**config.mk**
```make
export PLATFORM = sky130hd
export DESIGN_NAME = rvfi_mem_responder_flat
export DESIGN_NICKNAME = d
export VERILOG_FILES = /design/src/rtl/rvfi_mem_responder_if.sv /design/src/rtl/rvfi_mem_responder.sv /design/src/flat_wrapper.sv
export SDC_FILE = /design/constraint.sdc
export NUM_CORES = 1
export LEC_CHECK = 0
export CAP_MARGIN = 0
export CORE_UTILIZATION = 30
export CTS_BUF_LIST = sky130_fd_sc_hd__clkbuf_4
export DETAILED_ROUTE_END_ITERATION = 10
export PLACE_DENSITY = 0.46
export SETUP_SLACK_MARGIN = 0.02
export SLEW_MARGIN = 20
export SYNTH_ARGS = -nofsm -noshare
export SYNTH_HDL_FRONTEND = slang
export SYNTH_SLANG_ARGS = --single-unit
```
**constraint.sdc**
```tcl
create_clock -name clock -period 2.58 [get_ports clock]
set_input_delay 0.516 -clock clock [delete_from_list [all_inputs] [get_ports clock]]
set_output_delay 0.516 -clock clock [all_outputs]
set_load 0.02 [all_outputs]
```
**src/rtl/rvfi_mem_responder_if.sv**
```systemverilog
// PicoRV32-style native memory bus between a core (master) and the responder (slave).
// The bus also carries the free stall request and the responder's status outputs.
interface rvfi_mem_responder_if;
    logic        mem_valid;
    logic        mem_instr;
    logic [31:0] mem_addr;
    logic [31:0] mem_wdata;
    logic [3:0]  mem_wstrb;
    logic        stall;
    logic        mem_ready;
    logic [31:0] mem_rdata;
    logic        err;
    logic [15:0] req_count;

    modport master (
        output mem_valid, mem_instr, mem_addr, mem_wdata, mem_wstrb, stall,
        input  mem_ready, mem_rdata, err, req_count
    );

    modport slave (
        input  mem_valid, mem_instr, mem_addr, mem_wdata, mem_wstrb, stall,
        output mem_ready, mem_rdata, err, req_count
    );
endinterface

```
**src/rtl/rvfi_mem_responder.sv**
```systemverilog
// Word-addressed memory responder for the PicoRV32 native bus with bounded stalls,
// a sticky protocol-violation flag and a saturating completed-transaction counter.
module rvfi_mem_responder #(
    parameter int unsigned WORDS     = 16,
    parameter int unsigned MAX_WAIT  = 3,
    parameter logic [31:0] INIT_WORD = 32'h0000_0013
) (
    input logic                 clock,
    input logic                 resetn,
    rvfi_mem_responder_if.slave bus
);
    localparam int unsigned AW = (WORDS > 1) ? $clog2(WORDS) : 1;
    localparam logic [3:0]  MW = 4'(MAX_WAIT);

    typedef enum logic [1:0] {
        S_IDLE = 2'd0,
        S_WAIT = 2'd1,
        S_RESP = 2'd2
    } state_t;

    state_t        r_state;
    state_t        w_state_nxt;
    logic [3:0]    r_wait_cnt;
    logic [3:0]    w_wait_cnt_nxt;
    logic [31:0]   r_addr;
    logic [31:0]   r_wdata;
    logic [3:0]    r_wstrb;
    logic          r_instr;
    logic          r_ready;
    logic          w_ready_nxt;
    logic [31:0]   r_rdata;
    logic [31:0]   w_rdata_nxt;
    logic          r_err;
    logic          w_err_nxt;
    logic [15:0]   r_count;
    logic [15:0]   w_count_nxt;
    logic          w_latch;
    logic          w_mem_we;
    logic          w_mismatch;
    logic [AW-1:0] w_idx;
    logic [31:0]   r_mem [WORDS];

    // Higher address bits are dropped here, so addresses wrap modulo WORDS*4.
    assign w_idx      = r_addr[AW+1:2];
    assign w_mismatch = (bus.mem_addr != r_addr) || (bus.mem_wdata != r_wdata) ||
                        (bus.mem_wstrb != r_wstrb);

    assign bus.mem_ready = r_ready;
    assign bus.mem_rdata = r_rdata;
    assign bus.err       = r_err;
    assign bus.req_count = r_count;

    // State register.
    always_ff @(posedge clock or negedge resetn) begin
        if (!resetn) begin
            r_state <= S_IDLE;
        end else begin
            r_state <= w_state_nxt;
        end
    end

    // Next-state and next-output decode.
    always_comb begin
        w_state_nxt    = r_state;
        w_wait_cnt_nxt = r_wait_cnt;
        w_ready_nxt    = 1'b0;
        w_rdata_nxt    = r_rdata;
        w_err_nxt      = r_err;
        w_count_nxt    = r_count;
        w_latch        = 1'b0;
        w_mem_we       = 1'b0;
        case (r_state)
            S_IDLE: begin
                if (bus.mem_valid) begin
                    w_latch        = 1'b1;
                    w_wait_cnt_nxt = 4'd0;
                    w_state_nxt    = S_WAIT;
                end else begin
                    w_state_nxt = S_IDLE;
                end
            end
            S_WAIT: begin
                if (!bus.mem_valid) begin
                    // Abandoned request: flag it and drop it without any side effect.
                    w_err_nxt   = 1'b1;
                    w_state_nxt = S_IDLE;
                end else begin
                    w_err_nxt = r_err | w_mismatch;
                    if (bus.stall && (r_wait_cnt < MW)) begin
                        w_wait_cnt_nxt = r_wait_cnt + 4'd1;
                    end else begin
                        w_state_nxt = S_RESP;
                        w_ready_nxt = 1'b1;
                        w_count_nxt = (r_count == 16'hFFFF) ? r_count : (r_count + 16'd1);
                        if ((r_wstrb != 4'b0000) && !r_instr) begin
                            w_mem_we    = 1'b1;
                            w_rdata_nxt = 32'h0000_0000;
                        end else begin
                            // A fetch carrying strobes is served as a plain read.
                            w_err_nxt   = r_err | w_mismatch | (r_wstrb != 4'b0000);
                            w_rdata_nxt = r_mem[w_idx];
                        end
                    end
                end
            end
            S_RESP: begin
                w_state_nxt = S_IDLE;
            end
            default: begin
                w_state_nxt = S_IDLE;
            end
        endcase
    end

    // Request latch and registered outputs.
    always_ff @(posedge clock or negedge resetn) begin
        if (!resetn) begin
            r_wait_cnt <= 4'd0;
            r_addr     <= 32'h0000_0000;
            r_wdata    <= 32'h0000_0000;
            r_wstrb    <= 4'b0000;
            r_instr    <= 1'b0;
            r_ready    <= 1'b0;
            r_rdata    <= 32'h0000_0000;
            r_err      <= 1'b0;
            r_count    <= 16'h0000;
        end else begin
            r_wait_cnt <= w_wait_cnt_nxt;
            r_ready    <= w_ready_nxt;
            r_rdata    <= w_rdata_nxt;
            r_err      <= w_err_nxt;
            r_count    <= w_count_nxt;
            if (w_latch) begin
                r_addr  <= bus.mem_addr;
                r_wdata <= bus.mem_wdata;
                r_wstrb <= bus.mem_wstrb;
                r_instr <= bus.mem_instr;
            end else begin
                r_addr  <= r_addr;
                r_wdata <= r_wdata;
                r_wstrb <= r_wstrb;
                r_instr <= r_instr;
            end
        end
    end

    // Memory array with per-byte-lane writes.
    always_ff @(posedge clock or negedge resetn) begin
        if (!resetn) begin
            for (int i = 0; i < int'(WORDS); i++) begin
                r_mem[i] <= INIT_WORD;
            end
        end else if (w_mem_we) begin
            for (int b = 0; b < 4; b++) begin
                if (r_wstrb[b]) begin
                    r_mem[w_idx][8*b +: 8] <= r_wdata[8*b +: 8];
                end
            end
        end
    end
endmodule

```
**src/flat_wrapper.sv**
```systemverilog
// flat-port wrapper written by rule: the top's interface ports become plain ports
module rvfi_mem_responder_flat 
#(
    parameter int unsigned WORDS     = 16,
    parameter int unsigned MAX_WAIT  = 3,
    parameter logic [31:0] INIT_WORD = 32'h0000_0013
)
  (clock, resetn, bus_mem_valid, bus_mem_instr, bus_mem_addr, bus_mem_wdata, bus_mem_wstrb, bus_stall, bus_mem_ready, bus_mem_rdata, bus_err, bus_req_count);
  rvfi_mem_responder_if bus_i ();
  input logic clock;
  input logic resetn;
  input wire logic [$bits(bus_i.mem_valid)-1:0] bus_mem_valid;
  input wire logic [$bits(bus_i.mem_instr)-1:0] bus_mem_instr;
  input wire logic [$bits(bus_i.mem_addr)-1:0] bus_mem_addr;
  input wire logic [$bits(bus_i.mem_wdata)-1:0] bus_mem_wdata;
  input wire logic [$bits(bus_i.mem_wstrb)-1:0] bus_mem_wstrb;
  input wire logic [$bits(bus_i.stall)-1:0] bus_stall;
  output wire logic [$bits(bus_i.mem_ready)-1:0] bus_mem_ready;
  output wire logic [$bits(bus_i.mem_rdata)-1:0] bus_mem_rdata;
  output wire logic [$bits(bus_i.err)-1:0] bus_err;
  output wire logic [$bits(bus_i.req_count)-1:0] bus_req_count;
  assign bus_i.mem_valid = bus_mem_valid;
  assign bus_i.mem_instr = bus_mem_instr;
  assign bus_i.mem_addr = bus_mem_addr;
  assign bus_i.mem_wdata = bus_mem_wdata;
  assign bus_i.mem_wstrb = bus_mem_wstrb;
  assign bus_i.stall = bus_stall;
  assign bus_mem_ready = bus_i.mem_ready;
  assign bus_mem_rdata = bus_i.mem_rdata;
  assign bus_err = bus_i.err;
  assign bus_req_count = bus_i.req_count;
  rvfi_mem_responder #(.WORDS(WORDS), .MAX_WAIT(MAX_WAIT), .INIT_WORD(INIT_WORD)) u_core (.clock(clock), .resetn(resetn), .bus(bus_i));
endmodule
```
-- After elaboration in Yosys (flattened, before gate mapping)
Index checks and enable logic that the tools add are counted.
- add/subtract/negate cells: 2
- order comparisons: 3
- equality and inequality tests: 9
- multiplexer cells: 43
- bitwise gates (word level): 5
- reductions and logical operators: 12
- operators with widths (kind ; number):
    2-to-1 mux 512 bit ; 7
    bitwise mux 512 bit ; 4
    demux 32 bit (select 4 bit) ; 4
    binary-select mux 32 bit (select 4 bit) ; 1
    2-to-1 mux 32 bit ; 4
    inequality test 32 bit ; 2
    2-to-1 mux 24 bit ; 1
    adder 16 x 1 -> 16 bit, second input constant ; 1
    equality test 16 bit, second input constant ; 1
    2-to-1 mux 16 bit ; 1
    2-to-1 mux 1 bit ; 13
    2-to-1 mux 4 bit ; 3
    2-to-1 mux 8 bit ; 1
    one-hot mux 4 bit (2 select lines) ; 1
    AND reduction 4 bit ; 2
    >= comparator 5 bit, second input constant ; 1
    < comparator 5 x 1 -> 1 bit, second input constant ; 1
    inverter 4 -> 5 bit ; 1
    adder 4 x 1 -> 4 bit, second input constant ; 1
    < comparator 4 x 2 -> 1 bit, second input constant ; 1
    2-to-1 mux 2 bit ; 2
    inequality test 2 bit, second input constant ; 2
    inequality test 4 bit ; 1
    one-hot mux 2 bit (2 select lines) ; 1
    other kinds (12) ; 17
- flip-flop bits (word level): 637
- input port bits: 73
- word-level logic and storage cells: 100

-- Longest topological paths before layout
- word-level depth: 16
- mapped depth: 8
- mapped depth without buffers: 6

-- Worst setup path after synthesis
Ideal clock, no wire load.
- kind: reg2reg
- from: reg u_core.r_wait_cnt[0]
- to: reg u_core.r_mem[304] (netlist bit)
- setup time: 0.125 ns
- arrival time: 2.143 ns
- path slack: 0.312 ns
- cell stages (with the launch flop): 8
- buffers on the path: 1
- clock period less this slack: 2.268 ns
- cell sequence: dfrtp_1 > ha_1 > or4b_1 > nand4_4 > buf_4 > nor3_2 > nand2_2 > mux2_2
- word-level cells in the longest chain between the ends: 5
- ends and longest elaborated chain (what ; RTL line ; text):
    from (decl) ; rvfi_mem_responder.sv:23 ; logic [3:0] r_wait_cnt;
    from (signal assigned) ; rvfi_mem_responder.sv:128 ; r_wait_cnt <= w_wait_cnt_nxt;
    < comparator 4 x 2 -> 1 bit ; rvfi_mem_responder.sv:89 ; if (bus.stall && (r_wait_cnt < MW)) begin
    logical AND 1 bit ; rvfi_mem_responder.sv:89 ;
    2-to-1 mux 1 bit ; rvfi_mem_responder.sv:89 ;
    2-to-1 mux 1 bit ; rvfi_mem_responder.sv:83 ; if (!bus.mem_valid) begin
    2-to-1 mux 1 bit ; rvfi_mem_responder.sv:72 ; case (r_state)
    to (signal, indexed assignment) ; rvfi_mem_responder.sv:156 ; r_mem[w_idx][8*b +: 8] <= r_wdata[8*b +: 8];
    to (decl) ; rvfi_mem_responder.sv:41 ; logic [31:0] r_mem [WORDS];
No other way between the ends.
A chain may end at the register's enable or synchronous reset.

-- Final worst setup path
- from: reg u_core.r_addr[2]
- to: reg u_core.r_mem[317] (netlist bit)
- word-level cells in the longest chain between the ends: 13
- elaborated cells between the ends (all ways): 20
- ends and longest elaborated chain (what ; RTL line ; text):
    from (decl) ; rvfi_mem_responder.sv:25 ; logic [31:0] r_addr;
    from (signal assigned) ; rvfi_mem_responder.sv:134 ; r_addr <= bus.mem_addr;
    from (signal assigned) ; rvfi_mem_responder.sv:139 ; r_addr <= r_addr;
    inverter 4 -> 5 bit (not written as such) * ; rvfi_mem_responder.sv:156 ;
    demux 32 bit (select 4 bit) ; rvfi_mem_responder.sv:156 ;
    bitwise mux 512 bit ; rvfi_mem_responder.sv:156 ;
    2-to-1 mux 512 bit ; rvfi_mem_responder.sv:155 ; if (r_wstrb[b]) begin
    2-to-1 mux 512 bit ; rvfi_mem_responder.sv:153 ; end else if (w_mem_we) begin
    bitwise mux 512 bit ; rvfi_mem_responder.sv:156 ;
    2-to-1 mux 512 bit ; rvfi_mem_responder.sv:155 ;
    2-to-1 mux 512 bit ; rvfi_mem_responder.sv:153 ;
    bitwise mux 512 bit ; rvfi_mem_responder.sv:156 ;
    2-to-1 mux 512 bit ; rvfi_mem_responder.sv:155 ;
    2-to-1 mux 512 bit ; rvfi_mem_responder.sv:153 ;
    bitwise mux 512 bit ; rvfi_mem_responder.sv:156 ;
    2-to-1 mux 512 bit * ; rvfi_mem_responder.sv:155 ;
Mark *: on every way between the ends. The rest lies on a longest branch, timed or not. The select of a mux whose other input is x is not followed.

==> impl_metrics.toml <==
[finish]
multi_input_area_sq_um = 12100
seq_area_sq_um = 16000
final_core_util_pct = 38.0
final_area_sq_um = 35600
drive_above_1_share_pct = 52.0
nFillCells = 9039
num-nets-final = 2307
final_cells = 3612
area_growth_pct = 24.6

[worst_setup_path]
crit_arrival_ns = 3.37
cp-start-kind = "flop"
required_ns = 3.43
reg2reg_to = "u_core.r_mem[317]"
critPathMaxFanout = 31
end_kind = "flop"
crit_type = "reg -> reg"
rr_worst_depth = 5
worst-r2r-setup-slack_ns = 0.07
reg2reg_from = "u_core.r_addr[2]"

[sta]
holdWs_ns = 0.159
setup_viol = 0
rsz0062_at_grt = "true"
slew_headroom_pct = 43.8
finClkSkew_ns = 0.0659
tightest_slew_ns = 0.842
fin_crit_sh_pct = 97.4
final_hold_viol_count = 0
fin_ws_ns = 0.0671
drv_slew = 0
post-route-min-period_ns = 2.51
finalSetupTns_ns = 0
max_freq_ghz = 0.398

[logic_synthesis]
synth_compound_gate_area_share_pct = 2.89
synth_seq_cells = 637
yosys.area_share.simple_pct = 3.89
yosysWarnings = 0
synthCells = 1871
synth.most_common_cell = "dfrtp_1"
synth-async-reset-ratio_pct = 100
synth_largest_area_cell = "dfrtp_1"
ys_types = 44
syn-cell-area_sq_um = 28600
synth_top_area_share_pct = 51.5
synth_ff_type = "dfrtp_1"
synth.top_cells.by_count = "589 x dfrtp_1, 518 x mux2_2, 128 x mux4_2"
synth_top_family_by_area = "multiplexers"
synth_xor_area_share_pct = 2.42
syn-num-nets = 1946
synthTopCellsByArea = "dfrtp_1 52%, mux2_2 20%, mux4_2 10%"
syn_avg_cell_area_sq_um = 15.3
synth_mux_area_share_pct = 32.8
synth_edf_count = 0
ys_seq_area_share_pct = 55.9
yosys.area_share.adder_pct = 0.0875

[die]
die_y_um = 311
dieArea_sq_um = 96600
die_w_um = 311
ioPinCount = 123
start_util_pct = 30.5
coreArea_sq_um = 93900
rows = 112

[detailed_routing]
vias = 17600
met2_length_um = 37200
route.detailed.drc = 0
wl_um = 80300
drt-vias-per-instance = 4.86
highest_layer = "met5"
ant_nets = 0
met1_length_um = 37300
drt_iter0_drc = 726
wl_per_cell_um = 22.2
drt-pass1-iter-count = 5
dr_wl_met3_um = 4020

[status]
status = "finished, final reports clean"

[clock_tree]
clock_latency_ns = 1.03
root_buffer = "clkbuf_4"
cts_sinks = 637
h-tree-depth = 4
cts.path.max_buffers = 3
clk_pin_slew_ns = 0.07
cts_tree = "done"
cts_buffers = 183

[global_routing]
grt_max_degree = 68
grt_pass1_vias = 19400
grt_antenna_before_repair = 9
grt_pass1_wl_um = 124000
track_usage_pct = 17.1
gr-total-overflow = 0

[hold_path]
holdPathEnd = "u_core.r_wdata[17]"
holdPathStages = 3
hp-class = "in -> reg"
min_from = "bus_mem_wdata[17]"

[placement]
dp_hpwl_um = 53600
port_buffers = 122
place_ws_ns = -0.564
dpl_cell_area_sq_um = 33300
placedCellCount = 3295
place.gp.congestion = 0.774

[pwr]
power_density_nw_per_um2 = 739
finalPower_mw = 26.3
p_leak_nw = 16.8
ir_drop_mv = 0.439

[job]
max-cap-violations = 0
cells by family (layout without fill, tap and decap cells):
kind of cell / after synthesis / count (layout)
AOI/OAI and AO/OA: 112 / 112
xor gates and xnor gates: 79 / 79
adders and majority gates: 2 / 2
buffers and inverters: 143 / 629
DFF: 637 / 637
muxes: 706 / 706
other: 0 / 1
and+or+nand+nor: 192 / 192
power breakdown:
part           switching, mW  internal (mW)
Clock                   4.37           5.21
Sequential             0.795           11.2
Combinational           2.46           2.35
layer usage:
metal | GRT usage, % | vias to the layer above
met1 | 23.0 | 9251
met3 | 4.83 | 138
met2 | 26.3 | 350
met5 | 0 | -
met4 | 6.02 | 8
li1 | - | 7803
worst max-delay path, cell delays in order (launching register included):
cell,delay (ns)
dfrtp_4,0.57
buf_12,0.21
nand2b_1,0.33
nor3_4,0.54
nand2_2,0.31
mux2_2,0.34
timing repair:
item / in CTS / in global routing
hold buffers: 5 / 0
buffers inserted: 0 / 1
pin swaps: 0 / 1
resized for setup: 53 / 1
hold endpoints to repair: 500 / 0
endpoints found under the setup margin: 86 / 25
flip-flops by register name (all words and copies together), names as in the netlist:
name                  count
u_core.r_wstrb            4
u_core.bus.mem_ready      1
u_core.r_instr            1
u_core.bus.mem_rdata     32
u_core.r_wait_cnt         4
u_core.bus.req_count     16
u_core.r_wdata           32
u_core.r_state            2
u_core.r_mem            512
u_core.r_addr            32
u_core.bus.err            1
cell type report:
class                   instances  area share (%)
flip-flops and latches        637            44.9
multi-input cells            1091            34.0
repair buffers                307            10.0
clock buffers                 268            5.65
well taps                    1254            4.40
clock inverters                42           0.874
inverters                      12           0.126
diodes                          1         0.00702
cell usage in the layout (no fill, tap or decap), types with 8 or more instances in the layout:
cell | netlist | routed
clkbuf_4 | 0 | 268
clkinv_1 | 0 | 28
mux2_2 | 518 | 518
mux2_1 | 60 | 60
dlygate4sd2_1 | 0 | 50
nand2_1 | 76 | 74
a221oi_1 | 32 | 32
nand2_2 | 40 | 42
xnor2_1 | 69 | 69
xor2_1 | 10 | 10
nor2_1 | 10 | 8
nand4_1 | 23 | 23
dfstp_2 | 48 | 48
buf_12 | 0 | 81
dfrtp_1 | 589 | 587
buf_4 | 1 | 100
inv_1 | 12 | 12
mux4_2 | 128 | 128
a22o_1 | 32 | 32
o21ai_0 | 38 | 38
clkdlybuf4s50_1 | 0 | 71
how the worst max path moves through the flow:
stage / slack (ns) / start / cells after the start / endpoint
finish: 0.07 / u_core.r_addr[2] / 5 / u_core.r_mem[317]
global route: -0.002 / u_core.r_addr[5] / 4 / u_core.r_mem[227]
CTS: 0.05 / u_core.bus.mem_rdata[31] / 1 / bus_mem_rdata[31]
detailed placement: -0.56 / bus_mem_valid / 9 / u_core.r_mem[150]
global placement: -0.56 / bus_mem_valid / 7 / u_core.r_mem[312]
floorplan: 0.31 / u_core.r_wait_cnt[0] / 7 / u_core.r_mem[304]
(Power assumes the default switching activity.)
